<file path="src/rtl/spi_tx_sequencer.sv">
// SPI transmit sequencer.
// Buffers user bytes in a small TX FIFO and drives an SPI master core (SPI_TOP) one byte at a
// time. Slave select stays asserted across back-to-back bytes. Each completed byte returns the
// received byte on rx_data_o / rx_valid_o. A watchdog aborts a transfer that never completes.
//
// Ports:
//   clk_i, rst_ni        system clock, asynchronous active-low reset
//   tx_data_i/valid_i    user byte stream; tx_ready_o high while the FIFO has space
//   cfg_spcr_i, cfg_br_i mode and baud configuration, latched at the start of each burst
//   spif_i               transfer-complete flag from the SPI core
//   spi_rx_data_i        byte received by the SPI core, valid while spif_i is high
//   spdr_from_user_o     byte presented to the SPI core
//   spcr_in_o            latched mode bits with the enable bit (bit 6) driven by the FSM
//   spibr_in_o           latched baud divisor
//   ss_master_o          slave select, active low
//   rx_data_o/valid_o    captured received byte and its one-cycle strobe
//   busy_o               high whenever a burst is in progress
//   err_o                one-cycle strobe when the watchdog aborts a transfer
module spi_tx_sequencer #(
  parameter int unsigned DEPTH   = 4,
  parameter int unsigned TIMEOUT = 4096
) (
  input  logic       clk_i,
  input  logic       rst_ni,
  input  logic [7:0] tx_data_i,
  input  logic       tx_valid_i,
  output logic       tx_ready_o,
  input  logic [7:0] cfg_spcr_i,
  input  logic [7:0] cfg_br_i,
  input  logic       spif_i,
  input  logic [7:0] spi_rx_data_i,
  output logic [7:0] spdr_from_user_o,
  output logic [7:0] spcr_in_o,
  output logic [7:0] spibr_in_o,
  output logic       ss_master_o,
  output logic [7:0] rx_data_o,
  output logic       rx_valid_o,
  output logic       busy_o,
  output logic       err_o
);

  localparam int unsigned PtrW = (DEPTH > 1) ? $clog2(DEPTH) : 1;
  localparam int unsigned CntW = $clog2(DEPTH + 1);
  localparam int unsigned WdW  = (TIMEOUT > 1) ? $clog2(TIMEOUT) : 1;
  localparam logic [CntW-1:0] CntFull = CntW'(DEPTH);
  localparam logic [WdW-1:0]  WdLast  = WdW'(TIMEOUT - 1);

  typedef enum logic [1:0] {StIdle, StLoad, StXfer, StDone} state_e;

  state_e          state_q, state_d;
  logic [7:0]      mem_q [DEPTH];
  logic [PtrW-1:0] wr_ptr_q, rd_ptr_q;
  logic [CntW-1:0] count_q, count_d;
  logic [6:0]      mode_q;      // {spcr[7], spcr[5:0]}; the enable bit comes from the FSM
  logic [7:0]      br_q;
  logic [7:0]      spdr_q;
  logic [7:0]      rx_data_q;
  logic            spif_q;
  logic            err_q;
  logic [WdW-1:0]  wd_q, wd_d;

  logic push, pop, spif_rise, wd_abort, cfg_latch, spe;
  logic unused_spe_cfg;

  assign unused_spe_cfg = cfg_spcr_i[6];

  assign tx_ready_o = (count_q != CntFull);
  assign push       = tx_valid_i & tx_ready_o;
  // Completion is a rising edge of the flag, so a flag still high from before XFER is ignored.
  assign spif_rise  = spif_i & ~spif_q;
  assign wd_abort   = (state_q == StXfer) & ~spif_rise & (wd_q == WdLast);
  assign pop        = (state_q == StDone) | wd_abort;
  assign cfg_latch  = (state_q == StIdle) & (count_q != '0);

  always_comb begin
    count_d = count_q;
    if (push && !pop) begin
      count_d = count_q + CntW'(1);
    end else if (!push && pop) begin
      count_d = count_q - CntW'(1);
    end
  end

  always_comb begin
    state_d = state_q;
    unique case (state_q)
      StIdle: if (count_q != '0) state_d = StLoad;
      StLoad: state_d = StXfer;
      StXfer: begin
        if (spif_rise) begin
          state_d = StDone;
        end else if (wd_abort) begin
          state_d = StIdle;
        end
      end
      // count_d already accounts for this cycle's pop and any concurrent push.
      StDone:  state_d = (count_d != '0) ? StLoad : StIdle;
      default: state_d = StIdle;
    endcase
  end

  // Watchdog counts only while remaining in XFER, so it restarts at zero for every byte.
  assign wd_d = ((state_q == StXfer) && (state_d == StXfer)) ? wd_q + WdW'(1) : '0;

  always_ff @(posedge clk_i or negedge rst_ni) begin
    if (!rst_ni) begin
      state_q   <= StIdle;
      wr_ptr_q  <= '0;
      rd_ptr_q  <= '0;
      count_q   <= '0;
      mode_q    <= '0;
      br_q      <= '0;
      spdr_q    <= '0;
      rx_data_q <= '0;
      spif_q    <= 1'b0;
      err_q     <= 1'b0;
      wd_q      <= '0;
    end else begin
      state_q <= state_d;
      count_q <= count_d;
      spif_q  <= spif_i;
      err_q   <= wd_abort;
      wd_q    <= wd_d;
      if (push) wr_ptr_q <= wr_ptr_q + PtrW'(1);
      if (pop)  rd_ptr_q <= rd_ptr_q + PtrW'(1);
      if (cfg_latch) begin
        mode_q <= {cfg_spcr_i[7], cfg_spcr_i[5:0]};
        br_q   <= cfg_br_i;
      end
      if (state_q == StLoad) spdr_q <= mem_q[rd_ptr_q];
      if ((state_q == StXfer) && spif_rise) rx_data_q <= spi_rx_data_i;
    end
  end

  // FIFO storage needs no reset: entries are only read after being written.
  always_ff @(posedge clk_i) begin
    if (push) mem_q[wr_ptr_q] <= tx_data_i;
  end

  assign spe              = (state_q == StXfer);
  assign ss_master_o      = (state_q == StIdle);
  assign busy_o           = (state_q != StIdle);
  assign rx_valid_o       = (state_q == StDone);
  assign err_o            = err_q;
  assign rx_data_o        = rx_data_q;
  assign spibr_in_o       = br_q;
  assign spcr_in_o        = {mode_q[6], spe, mode_q[5:0]};
  // In LOAD the head is shown directly; from XFER on, the copy taken in LOAD is held.
  assign spdr_from_user_o = (state_q == StLoad) ? mem_q[rd_ptr_q] : spdr_q;

endmodule

</file>
<file path="config.mk">
export PLATFORM = sky130hd
export DESIGN_NAME = spi_tx_sequencer
export DESIGN_NICKNAME = d
export VERILOG_FILES = /design/src/rtl/spi_tx_sequencer.sv
export SDC_FILE = /design/constraint.sdc
export NUM_CORES = 1
export LEC_CHECK = 0
export CORE_MARGIN = 10
export CORE_UTILIZATION = 55
export CTS_CLUSTER_SIZE = 30
export DETAILED_ROUTE_END_ITERATION = 8
export PLACE_DENSITY = 0.92
export SYNTH_ARGS = -nofsm -noshare
export SYNTH_HDL_FRONTEND = slang
export SYNTH_SLANG_ARGS = --single-unit
</file>
<file path="constraint.sdc">
create_clock -name clk_i -period 3.3 [get_ports clk_i]
set_clock_uncertainty 0.05 [all_clocks]
set_input_delay 0.33 -clock clk_i [delete_from_list [all_inputs] [get_ports clk_i]]
set_output_delay 0.33 -clock clk_i [all_outputs]
set_load 0.05 [all_outputs]
</file>
==> impl_metrics.py <==
metrics = {
    "run_status": {
        "status": "finished with violations",
        "violations": "negative hold slack",
    },
    "worst_setup_path": {
        "critical_path.top_delay_family": "multiplexers",
        "reg2reg_slack_ns": 1.21,
        "critical_path.max_fanout": 10,
        "worstSetupStartpointType": "register",
        "slowest_stage": "dfrtp_1",
        "path_cells": "mux4_2 -> mux2_2 -> clkdlybuf4s50_1",
        "critical_path_class": "register to primary output",
        "cp.arrival_ns": 2.67,
        "slowest_delay_ns": 0.72,
        "critPathBufInv": 1,
        "crit_required_ns": 2.92,
        "crit_path_end_kind": "primary output",
    },
    "final_layout": {
        "drive_above_1_share": 0.1804,
        "stdcell_area_mm2": 0.004616,
        "instances_no_fill": 404,
        "num-nets-final": 366,
        "utilization": 0.7228,
        "syn_to_final_growth_pct": 27.08,
        "diodes": 0,
    },
    "timing": {
        "fin_setup_tns_ns": 0,
        "relSlewSlack": 0.4488,
        "slew_viol_final": 0,
        "fin_crit_sh": 0.9255,
        "worst_pin_slew_ns": 0.8268,
        "period_needed_ns": 3.054,
        "rsz0062_at_grt": "no",
        "setup_viol": 0,
        "finalHoldViolations": 12,
        "whs_ns": -0.006997,
        "max_freq_mhz": 327.4,
    },
    "grt": {
        "antenna_found_initial": 0,
        "grt_pass1_vias": 2370,
        "track_usage": 0.1453,
        "grt_max_degree": 35,
        "grt_overflow": 0,
        "grt_pass1_wl_um": 11810,
    },
    "clock_network": {
        "ctsResizeCount": 0,
        "numCtsBuffers": 9,
        "cts-hold-fix-buffers": 0,
        "clock-sinks": 86,
        "cts_setup_buffers": 0,
        "path_clk_slew_ns": 0.09,
        "cts_tree": "built",
        "clock_latency_ns": 0.35,
        "htreeDepth": 3,
        "cts_root_buf": "clkbuf_8",
        "cts_buffer_depth": 2,
    },
    "route": {
        "drt_iter0_drc": 60,
        "wl_per_cell_um": 17.61,
        "wirelength_um": 7115,
        "viasPerCell": 5.376,
        "dr.pass1.iters": 4,
        "drc_errors": 0,
        "ant_nets": 0,
        "via_count": 2172,
    },
    "synthesis": {
        "synth_cells": 245,
        "yosys_warnings": 0,
        "synth_edf_count": 32,
        "synth_ff_type": "dfrtp_1",
        "syn_area_mm2": 0.003632,
        "synth-seq-cells": 86,
        "synth_nets": 289,
        "async_flop_share": 0.6279,
        "seq_area_frac_synth": 0.6366,
        "ys_types": 42,
        "syn_area_per_cell_um2": 14.83,
    },
    "die": {
        "initial_core_util": 0.5688,
        "die_w_um": 101.3,
        "row_count": 29,
        "die_y_um": 101.3,
        "io_pins": 73,
        "core_mm2": 0.006386,
        "die-area_mm2": 0.01025,
    },
    "placement": {
        "dp_cells": 388,
        "placedInstanceArea_mm2": 0.004417,
        "dpl.hpwl_um": 5190,
        "numPortBuffers": 71,
        "place_congestion": 0.8710,
    },
    "pwr": {
        "p_leak_nw": 1.831,
        "p_total_mw": 4.870,
        "power_density_mw_per_mm2": 1055,
        "ir_drop_v": 0.0007172,
    },
    "run": {
        "drv_cap": 0,
    },
    "min_path": {
        "min_path_type": "input port to async pin",
    },
}
[area by class of cell]
class                           instances  area (µm²)
Sequential cell                        86        2312
Fill cell                             407        1770
Multi-Input combinational cell        136        1224
Timing Repair Buffer                   74       728.2
Clock buffer                           10       127.6
Tap cell                               77       96.34
Clock inverter                          6       71.32
Inverter                               15       56.30
[report_power, final]
group,internal (mW),switching [mW]
combinational,0.959,1.49
clock,0.358,0.377
sequential,1.46,0.227
total,2.78,2.09
[worst paths after layout]
kind                                    start             endpoint  cells past startpoint
worst max-delay path              rd_ptr_q[0]  spdr_from_user_o[1]                      3
worst min-delay path                   rst_ni              wd_q[4]                      1
worst max register to register     count_q[1]            mode_q[0]                      5
worst min register to register  spibr_in_o[5]        spibr_in_o[5]                      1
max in group asynchronous              rst_ni           count_q[0]                      2
min in group clk_i                     spif_i               spif_q                      1
[worst reg2reg max path: stages (launching register included)]
cell	delay (ns)
dfrtp_1	0.43
inv_1	0.12
ha_1	0.22
inv_1	0.07
o21ai_2	0.67
mux2_2	0.42
[state kept, by name (all words and copies together), names as in the netlist]
signal / cells
spif_q: 1
count_q: 3
rx_data_o: 8
mode_q: 7
state_q: 2
wr_ptr_q: 2
spdr_q: 8
mem_q: 32
rd_ptr_q: 2
spibr_in_o: 8
err_o: 1
wd_q: 12
[logic make-up after synthesis]
logic type | after synthesis | share of synthesized area
flops | 86 | 0.6366
simple gates | 55 | 0.08233
mux | 39 | 0.1457
buf+inv | 23 | 0.02652
compound gates | 17 | 0.03996
xor+xnor | 16 | 0.03858
fa+ha+maj | 9 | 0.03031
[cell usage after synthesis (all sizes together), types with 5 or more instances]
cell type | instances | area [µm²]
buf | 7 | 36.28
dfrtp | 54 | 1351
edfxtp | 32 | 960.9
ha | 8 | 100.1
inv | 15 | 56.30
mux2 | 31 | 349.1
mux4 | 8 | 180.2
nand2 | 9 | 33.78
nand3 | 6 | 30.03
nor2 | 18 | 70.07
nor3 | 5 | 25.02
xnor2 | 13 | 113.9
[through the flow]
stage | hold slack [ns] | worst slack (ns)
2_1_floorplan | -0.01559 | 1.047
3_3_place_gp | 0.3874 | 0.6297
3_5_place_dp | 0.3996 | 0.6021
4_1_cts | 0.002436 | 0.1981
5_1_grt | 0.03460 | 0.1173
6_report | -0.006997 | 0.2458
[placed cells by master (no fill, tap or decap), types with 2 or more instances in the layout]
master            n
clkdlybuf4s50_1  70
dfrtp_1          54
edfxtp_1         32
mux2_2           26
nor2_1           17
inv_1            15
xnor2_1          13
nand2_1           9
clkbuf_8          9
mux4_2            8
ha_1              8
nand3_1           6
nor3_1            5
mux2_1            5
and2_1            4
nor4_1            3
o21ai_0           3
xor2_1            3
buf_4             3
nand2b_1          2
nand4_4           2
o211ai_1          2
or3_1             2
clkinv_4          2
[routing by layer]
layer  global-route usage  share of wire
met5                    0              0
met4              0.05466          0.013
met3              0.05037          0.072
met2               0.2495           0.52
met1               0.1629           0.39
(Power assumes the default switching activity.)
